File: config.mk
export PLATFORM = sky130hd
export DESIGN_NAME = prog_loader_flat
export DESIGN_NICKNAME = d
export VERILOG_FILES = /design/src/rtl/prog_loader_if.sv /design/src/rtl/prog_loader.sv /design/src/flat_wrapper.sv
export SDC_FILE = /design/constraint.sdc
export NUM_CORES = 1
export LEC_CHECK = 0
export CELL_PAD_IN_SITES_DETAIL_PLACEMENT = 1
export CELL_PAD_IN_SITES_GLOBAL_PLACEMENT = 1
export CORE_UTILIZATION = 41
export CTS_CLUSTER_SIZE = 24
export DETAILED_ROUTE_END_ITERATION = 10
export PLACE_DENSITY_LB_ADDON = 0.1
export SLEW_MARGIN = 10
export SYNTH_ARGS = -nofsm -noshare
export SYNTH_HDL_FRONTEND = slang
export SYNTH_SLANG_ARGS = --single-unit
File: constraint.sdc
create_clock -name clk -period 3.1 [get_ports clk]
set_clock_uncertainty 0.2 [all_clocks]
set_input_delay 0.62 -clock clk [delete_from_list [all_inputs] [get_ports clk]]
set_output_delay 0.62 -clock clk [all_outputs]
set_load 0.05 [all_outputs]
File: src/rtl/prog_loader_if.sv
// ---------------------------------------------------------------------------
// prog_loader_if
// Bundles the two buses the boot loader talks on:
//   host byte stream : byte_valid, byte_data, byte_last (to loader),
//                      byte_ready (from loader)
//   system mem port  : mem_addr, mem_din, mem_we, own_mem (from loader),
//                      mem_dout (to loader, one clk after its address)
// The slave modport is the loader's view; master is the host/memory side.
// ---------------------------------------------------------------------------
interface prog_loader_if #(
    parameter int ADDR_WIDTH = 16,
    parameter int DATA_WIDTH = 8
);
    logic                  byte_valid;
    logic [DATA_WIDTH-1:0] byte_data;
    logic                  byte_last;
    logic                  byte_ready;
    logic [ADDR_WIDTH-1:0] mem_addr;
    logic [DATA_WIDTH-1:0] mem_din;
    logic                  mem_we;
    logic [DATA_WIDTH-1:0] mem_dout;
    logic                  own_mem;

    modport master (
        output byte_valid, byte_data, byte_last, mem_dout,
        input  byte_ready, mem_addr, mem_din, mem_we, own_mem
    );

    modport slave (
        input  byte_valid, byte_data, byte_last, mem_dout,
        output byte_ready, mem_addr, mem_din, mem_we, own_mem
    );
endinterface

File: src/rtl/prog_loader.sv
// ---------------------------------------------------------------------------
// prog_loader
// Boot-time program loader. While the CPU core is held in reset it takes the
// system mem port, streams host bytes into memory starting at load_base,
// reads the region back, compares the readback sum/count with what was
// written, and on success releases the CPU and pulses trigger_program.
//
// Ports:
//   clk, reset_n      clock, synchronous active-low reset
//   start, load_base  begin a load (IDLE/DONE/ERROR only), first address
//   bus (slave)       host byte stream + system mem port, see prog_loader_if
//   cpu_reset_n       CPU core reset, low until a load verifies
//   trigger_program   one-cycle kick to the fetcher
//   busy/done/error   status; err_code 01 = address overflow,
//                     10 = checksum/count mismatch
//   checksum          mod-2^DATA_WIDTH sum of written bytes
//   byte_count        bytes written in the current/last load
// ---------------------------------------------------------------------------
module prog_loader #(
    parameter int ADDR_WIDTH = 16,
    parameter int DATA_WIDTH = 8,
    parameter int MEM_DEPTH  = 1024
) (
    input  logic                  clk,
    input  logic                  reset_n,
    input  logic                  start,
    input  logic [ADDR_WIDTH-1:0] load_base,
    prog_loader_if.slave          bus,
    output logic                  cpu_reset_n,
    output logic                  trigger_program,
    output logic                  busy,
    output logic                  done,
    output logic                  error,
    output logic [1:0]            err_code,
    output logic [DATA_WIDTH-1:0] checksum,
    output logic [ADDR_WIDTH-1:0] byte_count
);

    localparam logic [ADDR_WIDTH-1:0] LAST_ADDR = ADDR_WIDTH'(MEM_DEPTH - 1);

    typedef enum logic [2:0] {
        ST_IDLE,
        ST_WRITE,
        ST_VERIFY,
        ST_CHECK,
        ST_RELEASE,
        ST_DONE,
        ST_ERROR
    } state_t;

    state_t                state;
    logic [ADDR_WIDTH-1:0] base;
    logic [ADDR_WIDTH-1:0] wr_ptr;
    logic [ADDR_WIDTH-1:0] rd_ptr;
    logic [ADDR_WIDTH-1:0] rd_cnt;
    logic [ADDR_WIDTH-1:0] vcount;
    logic [DATA_WIDTH-1:0] vsum;
    logic                  rd_pending;

    logic wr_over;
    logic last_read;

    // An accepted byte aimed past the top of memory aborts the load instead
    // of wrapping round to address 0.
    assign wr_over   = (wr_ptr > LAST_ADDR);
    // The final readback word arrives one cycle after the last address went
    // out, i.e. once every address has been issued and a read is pending.
    assign last_read = rd_pending && (rd_cnt == byte_count);

    // Mem port drive. Writes must land in the same cycle the byte is
    // offered, so the write strobe and address are decoded combinationally
    // from the registered state rather than registered themselves.
    always_comb begin
        bus.byte_ready = 1'b0;
        bus.mem_we     = 1'b0;
        bus.mem_addr   = '0;
        bus.mem_din    = '0;
        case (state)
            ST_WRITE: begin
                bus.byte_ready = 1'b1;
                bus.mem_addr   = wr_ptr;
                bus.mem_din    = bus.byte_data;
                bus.mem_we     = bus.byte_valid && !wr_over;
            end
            ST_VERIFY: begin
                bus.mem_addr = rd_ptr;
            end
            default: begin
            end
        endcase
    end

    // Loader sequencer with registered status outputs. The verify phase is a
    // one-deep read pipeline: an address is issued per cycle while rd_cnt
    // trails byte_count, and the data for the previous address is summed
    // whenever rd_pending is set.
    always_ff @(posedge clk) begin
        if (!reset_n) begin
            state           <= ST_IDLE;
            base            <= '0;
            wr_ptr          <= '0;
            rd_ptr          <= '0;
            rd_cnt          <= '0;
            vcount          <= '0;
            vsum            <= '0;
            rd_pending      <= 1'b0;
            bus.own_mem     <= 1'b0;
            cpu_reset_n     <= 1'b0;
            trigger_program <= 1'b0;
            busy            <= 1'b0;
            done            <= 1'b0;
            error           <= 1'b0;
            err_code        <= 2'b00;
            checksum        <= '0;
            byte_count      <= '0;
        end else begin
            trigger_program <= 1'b0;
            case (state)
                ST_IDLE, ST_DONE, ST_ERROR: begin
                    if (start) begin
                        state       <= ST_WRITE;
                        base        <= load_base;
                        wr_ptr      <= load_base;
                        checksum    <= '0;
                        byte_count  <= '0;
                        done        <= 1'b0;
                        error       <= 1'b0;
                        err_code    <= 2'b00;
                        cpu_reset_n <= 1'b0;
                        bus.own_mem <= 1'b1;
                        busy        <= 1'b1;
                    end
                end
                ST_WRITE: begin
                    if (bus.byte_valid) begin
                        if (wr_over) begin
                            state       <= ST_ERROR;
                            error       <= 1'b1;
                            err_code    <= 2'b01;
                            busy        <= 1'b0;
                            bus.own_mem <= 1'b0;
                        end else begin
                            wr_ptr     <= wr_ptr + ADDR_WIDTH'(1);
                            byte_count <= byte_count + ADDR_WIDTH'(1);
                            checksum   <= checksum + bus.byte_data;
                            if (bus.byte_last) begin
                                state      <= ST_VERIFY;
                                rd_ptr     <= base;
                                rd_cnt     <= '0;
                                rd_pending <= 1'b0;
                                vsum       <= '0;
                                vcount     <= '0;
                            end
                        end
                    end
                end
                ST_VERIFY: begin
                    if (rd_cnt != byte_count) begin
                        rd_ptr     <= rd_ptr + ADDR_WIDTH'(1);
                        rd_cnt     <= rd_cnt + ADDR_WIDTH'(1);
                        rd_pending <= 1'b1;
                    end else begin
                        rd_pending <= 1'b0;
                    end
                    if (rd_pending) begin
                        vsum   <= vsum + bus.mem_dout;
                        vcount <= vcount + ADDR_WIDTH'(1);
                    end
                    if (last_read) begin
                        state <= ST_CHECK;
                    end
                end
                ST_CHECK: begin
                    if (vsum == checksum && vcount == byte_count) begin
                        state           <= ST_RELEASE;
                        bus.own_mem     <= 1'b0;
                        cpu_reset_n     <= 1'b1;
                        trigger_program <= 1'b1;
                        busy            <= 1'b0;
                    end else begin
                        state       <= ST_ERROR;
                        error       <= 1'b1;
                        err_code    <= 2'b10;
                        busy        <= 1'b0;
                        bus.own_mem <= 1'b0;
                    end
                end
                ST_RELEASE: begin
                    state <= ST_DONE;
                    done  <= 1'b1;
                end
                default: begin
                    state <= ST_IDLE;
                end
            endcase
        end
    end

endmodule

File: src/flat_wrapper.sv
// flat-port wrapper written by rule: the top's interface ports become plain ports
module prog_loader_flat 
#(
    parameter int ADDR_WIDTH = 16,
    parameter int DATA_WIDTH = 8,
    parameter int MEM_DEPTH  = 1024
)
  (clk, reset_n, start, load_base, cpu_reset_n, trigger_program, busy, done, error, err_code, checksum, byte_count, bus_byte_valid, bus_byte_data, bus_byte_last, bus_mem_dout, bus_byte_ready, bus_mem_addr, bus_mem_din, bus_mem_we, bus_own_mem);
  prog_loader_if #(.ADDR_WIDTH(ADDR_WIDTH), .DATA_WIDTH(DATA_WIDTH)) bus_i ();
  input  logic clk;
  input  logic reset_n;
  input  logic start;
  input  logic [ADDR_WIDTH-1:0] load_base;
  output logic cpu_reset_n;
  output logic trigger_program;
  output logic busy;
  output logic done;
  output logic error;
  output logic [1:0] err_code;
  output logic [DATA_WIDTH-1:0] checksum;
  output logic [ADDR_WIDTH-1:0] byte_count;
  input wire logic [$bits(bus_i.byte_valid)-1:0] bus_byte_valid;
  input wire logic [$bits(bus_i.byte_data)-1:0] bus_byte_data;
  input wire logic [$bits(bus_i.byte_last)-1:0] bus_byte_last;
  input wire logic [$bits(bus_i.mem_dout)-1:0] bus_mem_dout;
  output wire logic [$bits(bus_i.byte_ready)-1:0] bus_byte_ready;
  output wire logic [$bits(bus_i.mem_addr)-1:0] bus_mem_addr;
  output wire logic [$bits(bus_i.mem_din)-1:0] bus_mem_din;
  output wire logic [$bits(bus_i.mem_we)-1:0] bus_mem_we;
  output wire logic [$bits(bus_i.own_mem)-1:0] bus_own_mem;
  assign bus_i.byte_valid = bus_byte_valid;
  assign bus_i.byte_data = bus_byte_data;
  assign bus_i.byte_last = bus_byte_last;
  assign bus_i.mem_dout = bus_mem_dout;
  assign bus_byte_ready = bus_i.byte_ready;
  assign bus_mem_addr = bus_i.mem_addr;
  assign bus_mem_din = bus_i.mem_din;
  assign bus_mem_we = bus_i.mem_we;
  assign bus_own_mem = bus_i.own_mem;
  prog_loader #(.ADDR_WIDTH(ADDR_WIDTH), .DATA_WIDTH(DATA_WIDTH), .MEM_DEPTH(MEM_DEPTH)) u_core (.clk(clk), .reset_n(reset_n), .start(start), .load_base(load_base), .bus(bus_i), .cpu_reset_n(cpu_reset_n), .trigger_program(trigger_program), .busy(busy), .done(done), .error(error), .err_code(err_code), .checksum(checksum), .byte_count(byte_count));
endmodule
# Yosys cells after proc, flatten, opt, wreduce, memory -nomap -nowiden

Index checks and enable logic that the tools add are counted.

Word-level logic and storage cells: 130
Register bits: 123
Output and inout bits: 58

$add $sub $neg: 7
Multiplexer cells: 63
Reduce and logical (&&, ||, !) cells: 22
Order comparisons: 1
Equal/unequal tests: 21

Operator list:

| cell                                                                               | count |
|---|---|
| 16-bit two-way mux                                                                 | 15 |
| 16-bit case mux with 2 select lines                                                | 6 |
| 16-bit by 1-bit adder with 16-bit output (second input constant)                   | 5 |
| 8-bit two-way mux                                                                  | 8 |
| 16-bit equality test                                                               | 2 |
| 8-bit case mux with 2 select lines                                                 | 2 |
| 8-bit adder                                                                        | 2 |
| 16-bit by 10-bit greater-than comparator with 1-bit output (second input constant) | 1 |
| 16-bit inequality test                                                             | 1 |
| 4-bit AND reduction                                                                | 4 |
| 1-bit two-way mux                                                                  | 15 |
| 3-bit two-way mux                                                                  | 5 |
| 3-bit case mux with 5 select lines                                                 | 1 |
| 5-bit AND reduction                                                                | 3 |
| 2-bit two-way mux                                                                  | 5 |
| 2-bit by 1-bit inequality test with 1-bit output (second input constant)           | 5 |
| 2-bit inequality test (second input constant)                                      | 5 |
| 3-bit equality test (second input constant)                                        | 3 |
| 8-bit equality test                                                                | 1 |
| 2-bit nonzero test                                                                 | 4 |
| 3-bit by 2-bit equality test with 1-bit output (second input constant)             | 2 |
| 1-bit case mux with 2 select lines                                                 | 3 |
| 1-bit case mux with 3 select lines                                                 | 2 |
| 2-bit case mux with 3 select lines                                                 | 1 |
| other kinds (9)                                                                    | 13 |

# Depth between registers and ports, before layout

Word-level depth: 4
Mapped depth: 10
Depth with buffers taken out: 8

# Worst setup path after synthesis

OpenSTA, ideal clock, no wires.

Path type: flip-flop to output port
Start point: reg u_core.state[0]
End point: out bus_mem_addr[13]
Path buffers: 3
Cell stages (with the launch flop): 6
Arrival time: 2.436 ns
Setup slack: -0.156 ns
Cell sequence: dfxtp_1 > or3b_2 > clkbuf_1 > clkbuf_1 > clkbuf_1 > o21ai_0

Longest elaborated chain between the ends: 2
Elaborated cells on any way between the ends: 3

Ends and longest elaborated chain:

| item                                                                                                             | RTL line           | RTL |
|---|---|---|
| from (decl)                                                                                                      | prog_loader.sv:51  | `state_t state;` |
| from (signal assigned)                                                                                           | prog_loader.sv:99  | `state <= ST_IDLE;` |
| from (signal assigned)                                                                                           | prog_loader.sv:121 | `state <= ST_WRITE;` |
| from (signal assigned)                                                                                           | prog_loader.sv:137 | `state <= ST_ERROR;` |
| 3-bit by 2-bit equality test with 1-bit output or 3-bit by 1-bit equality test with 1-bit output (tied branches) | prog_loader.sv:78  | `case (state)` |
| 16-bit case mux with 2 select lines (*)                                                                          | prog_loader.sv:78  |  |
| to (decl)                                                                                                        | flat_wrapper.sv:27 | `output wire logic [$bits(bus_i.mem_addr)-1:0] bus_mem_addr;` |

Mark *: on every way between the ends. The rest lies on a longest branch, timed or not.

# Final worst setup path

Start point: reg u_core.state[2]
End point: out bus_mem_addr[4]

The elaborated chain is that of the path after synthesis.

==> summary.txt <==
count of final setup violators - 0
fin util - 54.60%
DRT iter0 DRCs - 514
critical-path cell list - nor2_1, nand2_1, inv_4, buf_12, nand2_1, o21ai_1, buf_12
Final Cell Area - 0.009087 mm²
final sum of negative setup slack - 0 ns
first-pass GRT wire length - 40600 µm
Setup crit start kind - register
area of the multi-input gates - 0.004234 mm²
unrepaired setup endpoints after global routing - false
gpl congestion - 0.9040
row cnt - 47
Max Cap Viol - 0
worst r2r dst - u_core.rd_ptr[15]
WL final - 25100 µm
min-delay worst type - register to register
Final Cycle Share - 92.87%
vias in the first global route - 7460
drt pass-1 iters - 5
hold depth - 2
Clock Latency Late Sink - 0.43 ns
EDFF count, synth - 0
CTS tree - yes
Yosys top cell by area - dfxtp_1
DPL Wire Length - 18090 µm
Worst Path Required - 2.28 ns
Max Slew Vio Count - 0
Max-Slew Margin vs Limit - 60.92%
Hold Vio Cnt, Final - 0
most common cell after layout, fill and taps aside - nand2_1
Synth area leaders - dfxtp_1 35%, xnor2_1 7.8%, nand2_1 6.8%, a21oi_1 5.4%, nor2_1 4.3%
# fillers - 1957
Syn Inst Count - 884
FF+latch area - 0.002466 mm²
number of CTS-inserted buffers - 17
Post-CTS Setup Repair Bufs - 0
reg2reg setup slack - 0.42 ns
Area Growth Syn to Fin - 29.79%
Cell Area, Synth - 0.007002 mm²
dpl cells - 1172
initial antenna violation count - 0
area post-placement - 0.008501 mm²
R2R cell count - 6
Synth warnings - 0
wire length per cell - 20.88 µm
status - complete, no violations
layout cell share with drive strength beyond 1 - 10.59%
sequential fraction of the synthesis area - 35.17%
Initial Util - 42.07%
register bit total from synthesis - 123
I/O pin count - 95
area of the die - 0.01760 mm²
CP max-delay cell - dfxtp_2
HP Start - u_core.error
most frequent cells in the layout - 127 x nand2_1, 120 x dfxtp_1, 81 x nor2_1
critical path endpoint category - primary output
DRC Markers - 0
PwrDens - 733.1 mW/mm²
largest net degree at the start of global routing - 46
die span in x - 132.7 µm
Lkg Pwr - 3.241 nW
r2r startpoint - u_core.byte_count[2]
maximum vdd drop - 433.1 µV
crit-path max cell delay - 0.40 ns
top cell type's share of synthesized area - 35.17%
Arr. time, crit path - 2.06 ns
Async SR Flop Fraction - 0%
via density per instance - 5.955
commonest register cell after synthesis - dfxtp_1
fin cells - 1202
clock-pin slew on the worst setup and hold paths - 0.06 ns
Antenna Cells - 0
Syn Area/Cell - 7.920 µm²
fmax - 347.4 MHz
GRT Resource Usage Total - 29.54%
Min-Delay Endpoint - u_core.error
Least-Margin Pin Slew - 0.5818 ns
layout net count - 1029
Die Y - 132.7 µm
port bufs - 94
Bufs on Longest Clock Path - 2
ANT nets after route - 0
H-tree depth - 4
Overflow after GRT - 0
Period minus WS final - 2.879 ns
crit path max fanout - 27
Setup Crit Path Kind - register to primary output
post-synth net total - 942
root buffer cell - clkbuf_16
CTS Sinks - 123
vias - 7158
total core area - 0.01664 mm²
Cell variety after synth - 70
-- report_power, final --
part	total, mW	switching, mW	internal, mW
registers	2.01	0.246	1.77
clock network	1.98	0.730	1.25
logic	2.67	1.70	0.967
total	6.66	2.68	3.99
-- logic make-up (layout without fill, tap and decap cells) --
family          Yosys count  in the layout  share of synthesized area [%]
compound gates          212            212                          19.55
xor+xnor                 83             83                          10.38
simple gates            361            361                          25.05
mux                      10             10                          1.483
flops                   123            123                          35.17
fa+ha+maj                21             21                          3.967
buf+inv                  74            172                          4.396
-- layer usage --
layer  track usage [%]  wire (µm)  vias to the layer above
met2             50.58      12330                      182
met4             8.685        397                        0
met1             37.79      11490                     3599
met3             5.249        872                       43
li1                  -          -                     3334
met5                 0          0                        -
-- layout make-up --
| class | count | share of cell area (%) |
|---|---|---|
| Tap cell | 220 | 3.029 |
| Clock buffer | 23 | 5.370 |
| Timing Repair Buffer | 124 | 16.11 |
| Clock inverter | 7 | 0.9913 |
| Multi-Input combinational cell | 687 | 46.59 |
| Inverter | 18 | 0.7710 |
| Sequential cell | 123 | 27.14 |
-- state kept, by name, indices dropped and copies added, names as in the netlist --
register	cells
u_core.error	1
u_core.rd_cnt	16
u_core.rd_ptr	16
u_core.done	1
u_core.vcount	16
u_core.base	16
u_core.err_code	2
u_core.rd_pending	1
u_core.cpu_reset_n	1
u_core.checksum	8
u_core.byte_count	16
u_core.vsum	8
u_core.state	3
u_core.trigger_program	1
u_core.wr_ptr	16
u_core.busy	1
-- Yosys cell counts, types with 3 or more instances --
library cell and n:
nand2_1 127, dfxtp_1 123, nor2_1 81, a21oi_1 75, xnor2_1 62, nand3_1 45
nand4_1 30, o21ai_0 29, clkbuf_1 28, buf_2 21, xor2_1 21, nor3_1 20
ha_1 19, inv_1 17, a31oi_1 15, and3_1 13, a22o_1 12, and2_1 12
o31ai_1 9, a211oi_1 8, a22oi_1 7, mux2i_1 7, a21o_1 6, buf_1 6
and4_1 5, o211ai_1 4, o21ai_1 4, o21bai_1 4, a311oi_1 3, a31o_1 3
a31o_2 3, mux2_2 3, nand2b_1 3, nor2b_1 3, nor3b_1 3, o2111ai_1 3
o21a_1 3, o22ai_1 3, o31a_1 3, or4_1 3
-- stage by stage --
step                total power, mW  setup slack [ns]  hold WS, ns
detailed placement            4.655            0.1051       0.2463
floorplan                     3.590            0.2196       0.2321
global placement              4.582            0.2358       0.2364
finish                        6.662            0.2211       0.2470
CTS                           6.649           0.02268       0.2543
global route                  6.951            0.1216       0.2828
-- repair_timing --
item	4_1_cts	5_1_grt
resized for setup	1	5
pin swaps	0	0
endpoints found under the setup margin	1	14
hold buffers	0	0
cloned	0	0
-- worst max-delay path by stage --
stage / cells after the start / start / endpoint / slack [ns]
floorplan: 5 / u_core.state[0] / bus_mem_addr[13] / 0.22
global placement: 8 / bus_byte_data[0] / u_core.checksum[6] / 0.24
detailed placement: 8 / bus_byte_data[0] / u_core.checksum[6] / 0.11
CTS: 7 / u_core.state[2] / bus_mem_addr[4] / 0.02
global route: 7 / u_core.state[2] / bus_mem_addr[4] / 0.12
finish: 7 / u_core.state[2] / bus_mem_addr[4] / 0.22
-- worst max-delay path, delay by kind of cell, from the launching register on --
kind / cells / cell delay [ns]
buffers and inverters: 3 / 0.62
and+or+nand+nor: 3 / 0.41
DFF: 1 / 0.40
AOI/OAI and AO/OA: 1 / 0.18
No activity file was read; power rests on OpenSTA's default activity.
